$ cat config.mk
export PLATFORM = sky130hd
export DESIGN_NAME = spi_reg_arb_flat
export DESIGN_NICKNAME = d
export VERILOG_FILES = /design/src/rtl/spi_pkg.sv /design/src/rtl/spi_reg_arb_if.sv /design/src/rtl/spi_reg_arb_rr_arb2.sv /design/src/rtl/spi_reg_arb.sv /design/src/flat_wrapper.sv
export SDC_FILE = /design/constraint.sdc
export NUM_CORES = 1
export LEC_CHECK = 0
export ABC_CLOCK_PERIOD_IN_PS = 2800
export BUFFER_PORTS_ARGS = -buffer_cell sky130_fd_sc_hd__buf_4
export CORE_MARGIN = 10
export CORE_UTILIZATION = 45
export CTS_CLUSTER_DIAMETER = 30
export DETAILED_ROUTE_END_ITERATION = 7
export PLACE_DENSITY = 0.83
export SLEW_MARGIN = 10
export SYNTH_ARGS = -nofsm -noshare
export SYNTH_HDL_FRONTEND = slang
export SYNTH_SLANG_ARGS = --single-unit
$ cat constraint.sdc
create_clock -name clk -period 2.8 [get_ports clk]
set_input_delay 0.56 -clock clk [delete_from_list [all_inputs] [get_ports clk]]
set_output_delay 0.56 -clock clk [all_outputs]
set_load 0.005 [all_outputs]
$ cat src/rtl/spi_pkg.sv
// Shared types and constants for the SPI register-file access path:
// FSM encoding, register map addresses and default address limits.
package spi_pkg;

    typedef enum logic [1:0] {
        IDLE   = 2'd0,
        ACCESS = 2'd1,
        WAIT   = 2'd2,
        RESP   = 2'd3
    } state_t;

    localparam logic [15:0] MOTOR_SPEED = 16'd0;
    localparam logic [15:0] PARK        = 16'd2;
    localparam logic [15:0] BENDING     = 16'd4;
    localparam logic [15:0] FAN         = 16'd6;
    localparam logic [15:0] FAULT       = 16'd8;
    localparam logic [15:0] READY       = 16'd10;

    localparam int DEF_ADDR_W      = 16;
    localparam int DEF_DATA_W      = 16;
    localparam int DEF_MAX_ADDR    = 10;
    localparam int DEF_WR_MAX_ADDR = 4;
    localparam int RD_LAT_MAX      = 4;

endpackage

$ cat src/rtl/spi_reg_arb_if.sv
// Request/response bundle for the two requesters plus the register-file port.
// slave = the arbiter side, master = requesters and register file.
interface spi_reg_arb_if #(
    parameter int ADDR_W = 16,
    parameter int DATA_W = 16
);
    logic [1:0]          i_req_valid;
    logic [1:0]          o_req_ready;
    logic [1:0]          i_req_wr;
    logic [2*ADDR_W-1:0] i_req_addr;
    logic [2*DATA_W-1:0] i_req_wdata;
    logic [1:0]          o_rsp_valid;
    logic [DATA_W-1:0]   o_rsp_rdata;
    logic                o_rsp_err;
    logic [ADDR_W-1:0]   o_addr;
    logic [DATA_W-1:0]   o_wdata;
    logic                o_wr;
    logic [DATA_W-1:0]   i_rdata;

    modport slave (
        input  i_req_valid, i_req_wr, i_req_addr, i_req_wdata, i_rdata,
        output o_req_ready, o_rsp_valid, o_rsp_rdata, o_rsp_err, o_addr, o_wdata, o_wr
    );

    modport master (
        output i_req_valid, i_req_wr, i_req_addr, i_req_wdata, i_rdata,
        input  o_req_ready, o_rsp_valid, o_rsp_rdata, o_rsp_err, o_addr, o_wdata, o_wr
    );
endinterface

$ cat src/rtl/spi_reg_arb_rr_arb2.sv
// Two-way round-robin grant; combinational grant, pointer moves on accept.
// Zero latency; grants nothing while en is low, so requesters simply hold valid.
module rr_arb2 (
    input  logic       clk,
    input  logic       rst,
    input  logic       en,
    input  logic [1:0] req,
    output logic [1:0] gnt,
    output logic       accept
);
    logic last_gnt;

    // On a tie the port that did not win last time goes first.
    always_comb begin
        gnt = 2'b00;
        if (en) begin
            if (req == 2'b11) begin
                gnt = last_gnt ? 2'b01 : 2'b10;
            end else begin
                gnt = req;
            end
        end
    end

    assign accept = |gnt;

    always_ff @(posedge clk or posedge rst) begin
        if (rst) begin
            last_gnt <= 1'b1;
        end else if (accept) begin
            last_gnt <= gnt[1];
        end
    end
endmodule

$ cat src/rtl/spi_reg_arb.sv
// Arbitrates two requesters onto the register-file port and returns one response pulse each.
// Error 1 cycle, write 2, read 2+RD_LAT after accept; ready only in IDLE, so requesters hold valid.
module spi_reg_arb
    import spi_pkg::*;
#(
    parameter int ADDR_W      = DEF_ADDR_W,
    parameter int DATA_W      = DEF_DATA_W,
    parameter int RD_LAT      = 1,
    parameter int MAX_ADDR    = DEF_MAX_ADDR,
    parameter int WR_MAX_ADDR = DEF_WR_MAX_ADDR
) (
    input  logic         clk,
    input  logic         rst,
    spi_reg_arb_if.slave bus
);
    localparam int CNT_W = $clog2(RD_LAT_MAX);

    state_t            state_q, state_d;
    logic [CNT_W-1:0]  wait_cnt_q, wait_cnt_d;
    logic              port_q, port_d;
    logic              wr_q, wr_d;

    logic [1:0]        gnt;
    logic              accept;
    logic              sel;
    logic              sel_wr;
    logic              sel_err;
    logic [ADDR_W-1:0] sel_addr;
    logic [DATA_W-1:0] sel_wdata;

    logic [ADDR_W-1:0] addr_q, addr_d;
    logic [DATA_W-1:0] wdata_q, wdata_d;
    logic [DATA_W-1:0] rdata_q, rdata_d;
    logic              wr_stb_q, wr_stb_d;
    logic              rsp_err_q, rsp_err_d;
    logic [1:0]        rsp_vld_q, rsp_vld_d;

    rr_arb2 u_arb (
        .clk    (clk),
        .rst    (rst),
        .en     (state_q == IDLE),
        .req    (bus.i_req_valid),
        .gnt    (gnt),
        .accept (accept)
    );

    assign bus.o_req_ready = gnt;

    assign sel       = gnt[1];
    assign sel_wr    = bus.i_req_wr[sel];
    assign sel_addr  = sel ? bus.i_req_addr[2*ADDR_W-1:ADDR_W] : bus.i_req_addr[ADDR_W-1:0];
    assign sel_wdata = sel ? bus.i_req_wdata[2*DATA_W-1:DATA_W] : bus.i_req_wdata[DATA_W-1:0];
    assign sel_err   = sel_addr[0]
                     | (sel_addr > ADDR_W'(MAX_ADDR))
                     | (sel_wr & (sel_addr > ADDR_W'(WR_MAX_ADDR)));

    always_ff @(posedge clk or posedge rst) begin
        if (rst) begin
            state_q    <= IDLE;
            wait_cnt_q <= '0;
            port_q     <= 1'b0;
            wr_q       <= 1'b0;
        end else begin
            state_q    <= state_d;
            wait_cnt_q <= wait_cnt_d;
            port_q     <= port_d;
            wr_q       <= wr_d;
        end
    end

    // Illegal requests skip the register port and answer straight away.
    always_comb begin
        state_d    = state_q;
        wait_cnt_d = wait_cnt_q;
        port_d     = port_q;
        wr_d       = wr_q;
        case (state_q)
            IDLE: begin
                if (accept) begin
                    port_d  = sel;
                    wr_d    = sel_wr;
                    state_d = sel_err ? RESP : ACCESS;
                end
            end
            ACCESS: begin
                if (wr_q) begin
                    state_d = RESP;
                end else begin
                    state_d    = WAIT;
                    wait_cnt_d = CNT_W'(RD_LAT - 1);
                end
            end
            WAIT: begin
                if (wait_cnt_q == '0) begin
                    state_d = RESP;
                end else begin
                    wait_cnt_d = wait_cnt_q - 1'b1;
                end
            end
            RESP: begin
                state_d = IDLE;
            end
            default: begin
                state_d = IDLE;
            end
        endcase
    end

    // Next values of the registered outputs, looking one state ahead.
    always_comb begin
        addr_d    = addr_q;
        wdata_d   = wdata_q;
        wr_stb_d  = 1'b0;
        rdata_d   = '0;
        rsp_vld_d = 2'b00;
        rsp_err_d = 1'b0;
        if (state_q == IDLE && accept && !sel_err) begin
            addr_d   = sel_addr;
            wdata_d  = sel_wdata;
            wr_stb_d = sel_wr;
        end
        if (state_q == WAIT && wait_cnt_q == '0) begin
            rdata_d = bus.i_rdata;
        end
        if (state_d == RESP) begin
            rsp_vld_d = port_d ? 2'b10 : 2'b01;
            rsp_err_d = (state_q == IDLE);
        end
    end

    always_ff @(posedge clk or posedge rst) begin
        if (rst) begin
            addr_q    <= '0;
            wdata_q   <= '0;
            rdata_q   <= '0;
            wr_stb_q  <= 1'b0;
            rsp_err_q <= 1'b0;
            rsp_vld_q <= 2'b00;
        end else begin
            addr_q    <= addr_d;
            wdata_q   <= wdata_d;
            rdata_q   <= rdata_d;
            wr_stb_q  <= wr_stb_d;
            rsp_err_q <= rsp_err_d;
            rsp_vld_q <= rsp_vld_d;
        end
    end

    assign bus.o_addr      = addr_q;
    assign bus.o_wdata     = wdata_q;
    assign bus.o_wr        = wr_stb_q;
    assign bus.o_rsp_valid = rsp_vld_q;
    assign bus.o_rsp_err   = rsp_err_q;
    assign bus.o_rsp_rdata = rdata_q;
endmodule

$ cat src/flat_wrapper.sv
// flat-port wrapper written by rule: the top's interface ports become plain ports
module spi_reg_arb_flat import spi_pkg::*;
#(
    parameter int ADDR_W      = DEF_ADDR_W,
    parameter int DATA_W      = DEF_DATA_W,
    parameter int RD_LAT      = 1,
    parameter int MAX_ADDR    = DEF_MAX_ADDR,
    parameter int WR_MAX_ADDR = DEF_WR_MAX_ADDR
)
  (clk, rst, bus_i_req_valid, bus_i_req_wr, bus_i_req_addr, bus_i_req_wdata, bus_i_rdata, bus_o_req_ready, bus_o_rsp_valid, bus_o_rsp_rdata, bus_o_rsp_err, bus_o_addr, bus_o_wdata, bus_o_wr);
  spi_reg_arb_if #(.ADDR_W(ADDR_W), .DATA_W(DATA_W)) bus_i ();
  input  logic clk;
  input  logic rst;
  input wire logic [$bits(bus_i.i_req_valid)-1:0] bus_i_req_valid;
  input wire logic [$bits(bus_i.i_req_wr)-1:0] bus_i_req_wr;
  input wire logic [$bits(bus_i.i_req_addr)-1:0] bus_i_req_addr;
  input wire logic [$bits(bus_i.i_req_wdata)-1:0] bus_i_req_wdata;
  input wire logic [$bits(bus_i.i_rdata)-1:0] bus_i_rdata;
  output wire logic [$bits(bus_i.o_req_ready)-1:0] bus_o_req_ready;
  output wire logic [$bits(bus_i.o_rsp_valid)-1:0] bus_o_rsp_valid;
  output wire logic [$bits(bus_i.o_rsp_rdata)-1:0] bus_o_rsp_rdata;
  output wire logic [$bits(bus_i.o_rsp_err)-1:0] bus_o_rsp_err;
  output wire logic [$bits(bus_i.o_addr)-1:0] bus_o_addr;
  output wire logic [$bits(bus_i.o_wdata)-1:0] bus_o_wdata;
  output wire logic [$bits(bus_i.o_wr)-1:0] bus_o_wr;
  assign bus_i.i_req_valid = bus_i_req_valid;
  assign bus_i.i_req_wr = bus_i_req_wr;
  assign bus_i.i_req_addr = bus_i_req_addr;
  assign bus_i.i_req_wdata = bus_i_req_wdata;
  assign bus_i.i_rdata = bus_i_rdata;
  assign bus_o_req_ready = bus_i.o_req_ready;
  assign bus_o_rsp_valid = bus_i.o_rsp_valid;
  assign bus_o_rsp_rdata = bus_i.o_rsp_rdata;
  assign bus_o_rsp_err = bus_i.o_rsp_err;
  assign bus_o_addr = bus_i.o_addr;
  assign bus_o_wdata = bus_i.o_wdata;
  assign bus_o_wr = bus_i.o_wr;
  spi_reg_arb #(.ADDR_W(ADDR_W), .DATA_W(DATA_W), .RD_LAT(RD_LAT), .MAX_ADDR(MAX_ADDR), .WR_MAX_ADDR(WR_MAX_ADDR)) u_core (.clk(clk), .rst(rst), .bus(bus_i));
endmodule
==> results.py, run 1 <==
metrics = {
    "worst_hold_path": {
        "hp-class": "input pin to async pin",
    },
    "sta": {
        "clock_skew_ns": 0.00479,
        "maxSlewHeadroom": 0.501,
        "fin_crit_ns": 2.47,
        "fin_ws_ns": 0.331,
        "fin_hold_ws_ns": 0.360,
        "period_share": 0.882,
        "hold_viol_final": 0,
        "finalSetupViolCount": 0,
        "slew_viol_final": 0,
        "fmax_mhz": 405,
        "fin_tns_setup_ns": 0,
        "tightestPinTransition_ns": 0.748,
        "rsz0062_at_grt": "false",
    },
    "drt": {
        "dr.pass1.iters": 5,
        "viasPerCell": 5.05,
        "wl_um": 8220,
        "routed-via-count": 2346,
        "drtIter0Drc": 103,
        "drt.antenna.violating_nets": 0,
        "drc": 0,
        "routedWlPerCell_um": 17.7,
    },
    "logic_synthesis": {
        "synthTopCellsByArea": "dfrtp_1 54%, nand2_1 8.4%, mux2_4 6.2%",
        "ys_async_sr_fraction": 1.00,
        "synth_fp_nets": 332,
        "yosysWarnings": 0,
        "synth_cell_types": 38,
        "synth_top_area_cell": "dfrtp_1",
        "synth_seq_cells": 59,
        "synth_flop_cell": "dfrtp_1",
        "synth_edf_count": 0,
        "synth_seq_area_share": 0.554,
        "synth_area_per_cell_um2": 11.1,
        "synthMostInstantiatedCell": "nand2_1",
        "syn_inst": 241,
        "synth_commonest_cells": "60 x nand2_1, 58 x dfrtp_1, 16 x and3_1, 13 x and2_1, 11 x mux2_4",
        "syn_area_mm2": 0.00267,
        "synth_top_area_frac": 0.544,
    },
    "setup_path": {
        "reg2reg_setup_slack_ns": 0.33,
        "path_class": "register to register",
        "worstReg2RegStart": "u_core.state_q[1]$_DFF_PP0_",
        "arrival_ns": 2.69,
        "r2r_end": "u_core.bus.o_wdata[10]$_DFFE_PP0P_",
        "required_ns": 3.02,
        "rr_worst_depth": 7,
        "end_kind": "register",
        "cp-start-kind": "register",
        "cp_max_fo": 19,
    },
    "global_route": {
        "grt_pass1_wl_um": 12800,
        "grt.total_usage": 0.169,
        "grt_start_max_net_pins": 38,
        "grt-ovfl-total": 0,
        "grt_pass1_vias": 2388,
        "antenna_found_initial": 0,
    },
    "power_and_ir_drop": {
        "totalPowerFinal_mw": 2.72,
        "power_density_mw_per_mm2": 681,
        "p_leak_nw": 2.24,
        "peakVddDrop_mv": 0.418,
    },
    "finish": {
        "layout-drive-gt1-share": 0.466,
        "area_delta_synth_final_pct": 50.1,
        "final_cell_count_no_fill": 465,
        "design_area_mm2": 0.00400,
        "post-route-util": 0.709,
        "n_antenna_cell": 0,
        "final_nets": 479,
    },
    "placement": {
        "dpl.hpwl_um": 6530,
        "dp.cells": 449,
        "dpl-instance-area_mm2": 0.00381,
        "numPortBuffers": 139,
        "place_ws_ns": 0.348,
        "gp_congestion": 0.881,
    },
    "clock_network": {
        "cts_root_buffer": "clkbuf_8",
        "path_clk_slew_ns": 0.07,
        "numCtsBuffers": 9,
        "cts_buffer_depth": 2,
        "cts_sinks": 59,
        "cts_tree": "built",
        "cts_hold_buf": 0,
        "ctsResizeCount": 0,
        "cts_max_level": 3,
        "post-cts-setup-buffer-count": 0,
        "clkLatencyLatePin_ns": 0.34,
    },
    "die": {
        "start_util": 0.473,
        "ios": 140,
        "dieHeight_um": 97.0,
        "die_area_mm2": 0.00940,
        "fp.dieW_um": 97.0,
        "coreArea_mm2": 0.00564,
        "row_count": 27,
    },
    "status": {
        "status": "finished, final reports clean",
    },
    "run": {
        "cap_violations": 0,
    },
}
## cell type report
cell class              instances  area, um^2
clock inverters                 5        52.6
clock buffers                  11         141
inverters                      10        37.5
fillers                       424        1640
well taps                      72        90.1
flip-flops and latches         59        1480
multi-input cells             163        1100
repair buffers                145        1100
## cell families after synthesis
kind of cell / Yosys count / share of synthesized area
compound gates: 25 / 0.0690
fa+ha+maj: 5 / 0.0235
buf+inv: 19 / 0.0328
flops: 59 / 0.554
mux: 25 / 0.120
simple gates: 108 / 0.200
## per-layer routing
metal / track usage / vias up / wire (um)
met3: 0.0561 / 16 / 640
met5: 0 / - / 0
li1: - / 1122 / -
met1: 0.183 / 1108 / 3130
met2: 0.287 / 100 / 4290
met4: 0.0812 / 0 / 158
## worst max-delay path by stage
| stage | end | startpoint |
|---|---|---|
| 6_report | u_core.bus.o_wdata[10]$_DFFE_PP0P_ | u_core.state_q[1]$_DFF_PP0_ |
| 5_1_grt | bus_o_req_ready[0] | u_core.state_q[1]$_DFF_PP0_ |
| 4_1_cts | u_core.bus.o_wdata[10]$_DFFE_PP0P_ | u_core.state_q[0]$_DFF_PP0_ |
| 3_5_place_dp | u_core.bus.o_wdata[9]$_DFFE_PP0P_ | u_core.state_q[0]$_DFF_PP0_ |
| 3_3_place_gp | u_core.bus.o_wdata[10]$_DFFE_PP0P_ | u_core.state_q[0]$_DFF_PP0_ |
| 2_1_floorplan | u_core.bus.o_addr[3]$_DFFE_PP0P_ | u_core.state_q[0]$_DFF_PP0_ |
## registers in the layout, indices dropped and copies added (netlist names)
name	count
u_core.bus.o_rsp_valid	2
u_core.state_q	2
u_core.wait_cnt_q	2
u_core.bus.o_rsp_err	1
u_core.bus.o_rsp_rdata	16
u_core.bus.o_wdata	16
u_core.bus.o_addr	16
u_core.port_q	1
u_core.bus.o_wr	1
u_core.wr_q	1
u_core.u_arb.last_gnt	1
## placed cells by master (no fill, tap or decap), types with 3 or more instances in the layout
master	instances
a22oi_1	3
mux2_2	5
o21ai_0	9
dfrtp_1	58
nand3_1	3
inv_1	8
nand2_1	60
nor4_1	6
clkinv_2	3
buf_4	144
and3_1	16
mux2_1	7
and2_1	13
ha_1	5
mux2_4	11
clkbuf_8	10
## worst max-delay path, cell delays in order (launching register included)
cell,delay (ns)
dfrtp_1,0.40
inv_1,0.13
ha_1,0.33
nand3_4,0.22
mux2_4,0.37
a211oi_4,0.32
buf_12,0.22
mux2_2,0.35
## where the power goes
group | leakage, nW | total, mW | internal, mW | switching, mW
clock network | 0.0991 | 0.774 | 0.431 | 0.343
registers | 0.804 | 1.04 | 0.981 | 0.0560
logic | 1.34 | 0.912 | 0.419 | 0.493
Power figures use the tool's default switching activity.
==> run 2, diff against run 1 <==
- ABC_AREA: default -> 1
- PLACE_DENSITY: 0.83 -> 0.81
==> results.py, run 2 <==
metrics = {
    "status": {
        "status": "finished, final reports clean",
    },
    "clock_network": {
        "cts_tree": "built",
        "cts_buffer_depth": 2,
        "clkLatencyLatePin_ns": 0.33,
        "numCtsBuffers": 9,
        "cts_root_buffer": "clkbuf_8",
        "cts_max_level": 3,
        "post-cts-setup-buffer-count": 0,
        "cts_sinks": 59,
        "path_clk_slew_ns": 0.07,
        "cts_hold_buf": 0,
    },
    "sta": {
        "period_share": 0.876,
        "fin_tns_setup_ns": 0,
        "fmax_mhz": 408,
        "slew_viol_final": 0,
        "finalSetupViolCount": 0,
        "tightestPinTransition_ns": 0.708,
        "clock_skew_ns": 0.0108,
        "fin_crit_ns": 2.45,
        "maxSlewHeadroom": 0.528,
        "rsz0062_at_grt": "false",
        "fin_hold_ws_ns": 0.345,
        "hold_viol_final": 0,
    },
    "power_and_ir_drop": {
        "peakVddDrop_mv": 0.403,
        "power_density_mw_per_mm2": 651,
        "p_leak_nw": 2.53,
    },
    "drt": {
        "drtIter0Drc": 83,
        "drt.antenna.violating_nets": 0,
        "dr.pass1.iters": 4,
        "routed-via-count": 2701,
        "drc": 0,
        "viasPerCell": 4.44,
        "routedWlPerCell_um": 12.7,
        "wl_um": 7720,
    },
    "die": {
        "dieHeight_um": 99.8,
        "fp.dieW_um": 99.8,
        "die_area_mm2": 0.00997,
        "start_util": 0.457,
        "coreArea_mm2": 0.00628,
        "ios": 140,
        "row_count": 29,
    },
    "global_route": {
        "grt-ovfl-total": 0,
        "grt.total_usage": 0.156,
        "antenna_found_initial": 0,
        "grt_pass1_vias": 2786,
        "grt_pass1_wl_um": 12900,
        "grt_start_max_net_pins": 36,
    },
    "placement": {
        "gp_congestion": 0.903,
        "dpl.hpwl_um": 6220,
        "dp.cells": 593,
        "numPortBuffers": 139,
    },
    "setup_path": {
        "path_class": "register to register",
        "cp-start-kind": "register",
        "end_kind": "register",
        "reg2reg_setup_slack_ns": 0.35,
        "r2r_end": "u_core.bus.o_wdata[3]$_DFFE_PP0P_",
        "rr_worst_depth": 17,
        "arrival_ns": 2.73,
        "required_ns": 3.08,
        "worstReg2RegStart": "u_core.state_q[0]$_DFF_PP0_",
        "cp_max_fo": 29,
    },
    "logic_synthesis": {
        "synthTopCellsByArea": "dfrtp_1 51%, nand2_1 21%, inv_1 7.3%",
        "ys_async_sr_fraction": 1.00,
        "synth_top_area_cell": "dfrtp_1",
        "synth_area_per_cell_um2": 7.43,
        "synth_seq_area_share": 0.515,
        "synth_cell_types": 25,
        "syn_inst": 386,
        "synthMostInstantiatedCell": "nand2_1",
        "syn_area_mm2": 0.00287,
        "yosysWarnings": 0,
        "synth_commonest_cells": "161 x nand2_1, 58 x dfrtp_1, 56 x inv_1, 46 x nor2_1, 11 x nand3_1",
        "synth_fp_nets": 477,
        "synth_edf_count": 0,
        "synth_flop_cell": "dfrtp_1",
        "synth_seq_cells": 59,
        "synth_top_area_frac": 0.506,
    },
    "finish": {
        "final_nets": 618,
        "final_cell_count_no_fill": 609,
        "layout_commonest_cell": "nand2_1",
        "n_antenna_cell": 0,
        "layout-drive-gt1-share": 0.318,
        "num-fill-cells": 545,
        "final_cell_mix": "161 x nand2_1, 144 x buf_4, 58 x dfrtp_1",
        "area_delta_synth_final_pct": 45.0,
    },
    "worst_hold_path": {
        "hp-class": "input pin to async pin",
    },
    "run": {
        "cap_violations": 0,
    },
}
-- run 2: routing by layer --
layer / part of all wire / global-route usage / vias to the layer above / wire, um
met2: 0.47 / 0.247 / 91 / 3600
met3: 0.11 / 0.0721 / 15 / 818
met1: 0.41 / 0.182 / 1173 / 3170
met4: 0.016 / 0.0529 / 0 / 121
li1: - / - / 1422 / -
met5: 0 / 0 / - / 0
-- run 2: worst max-delay path, cell delays in order (launching register included) --
cell and delay, ns:
dfrtp_1 0.41, inv_1 0.12, ha_1 0.17, nand2_1 0.10
inv_2 0.21, nand2_4 0.22, nand2_1 0.11, nand2_1 0.09
inv_1 0.10, nand2_1 0.06, nand2_1 0.06, nand2_1 0.05
nand2_1 0.05, nand2_1 0.07, nor2_2 0.11, buf_4 0.30
nand2_1 0.10, nand2_1 0.07
-- run 2: logic make-up after synthesis --
family / Yosys count / share of synthesized area
and+or+nand+nor: 227 / 0.311
buffers and inverters: 72 / 0.108
DFF: 59 / 0.515
AOI/OAI and AO/OA: 23 / 0.0441
adders and majority gates: 5 / 0.0218
-- run 2: how the worst max path moves through the flow --
stage | from | to
after floorplan | u_core.state_q[0]$_DFF_PP0_ | u_core.bus.o_addr[0]$_DFFE_PP0P_
after global placement | u_core.state_q[0]$_DFF_PP0_ | u_core.bus.o_wdata[14]$_DFFE_PP0P_
after detailed placement | u_core.state_q[0]$_DFF_PP0_ | u_core.bus.o_wdata[7]$_DFFE_PP0P_
after CTS | u_core.state_q[0]$_DFF_PP0_ | u_core.bus.o_wdata[7]$_DFFE_PP0P_
after global routing | u_core.state_q[0]$_DFF_PP0_ | u_core.bus.o_wdata[8]$_DFFE_PP0P_
final | u_core.state_q[0]$_DFF_PP0_ | u_core.bus.o_wdata[3]$_DFFE_PP0P_
-- run 2: report_power, final --
part / switching, mW / internal (mW)
clock: 0.337 / 0.435
combinational: 0.531 / 0.375
sequential: 0.0504 / 0.980
-- run 2: what timing repair did --
item                                   4_1_cts  5_1_grt
endpoints found under the hold margin        0        0
resized for setup                            0        1
setup endpoints to repair                    0       36
-- run 2: layout make-up --
cell class              instances  area (um^2)  share of cell area
flip-flops and latches         59         1480               0.355
multi-input cells             255         1090               0.261
repair buffers                144         1080               0.260
inverters                      58          218              0.0523
clock buffers                  10          138              0.0331
well taps                      77         96.3              0.0232
clock inverters                 6         63.8              0.0153
-- run 2: stage by stage --
stage	total power, mW	instance area, um^2	util	worst slack (ns)
6_report	2.71	4160	0.663	0.347
3_5_place_dp	1.96	3950	0.630	0.186
5_1_grt	2.91	4160	0.663	0.00499
3_3_place_gp	1.91	3950	0.630	0.299
2_1_floorplan	1.61	2870	-	0.753
4_1_cts	2.74	4160	0.662	0.178
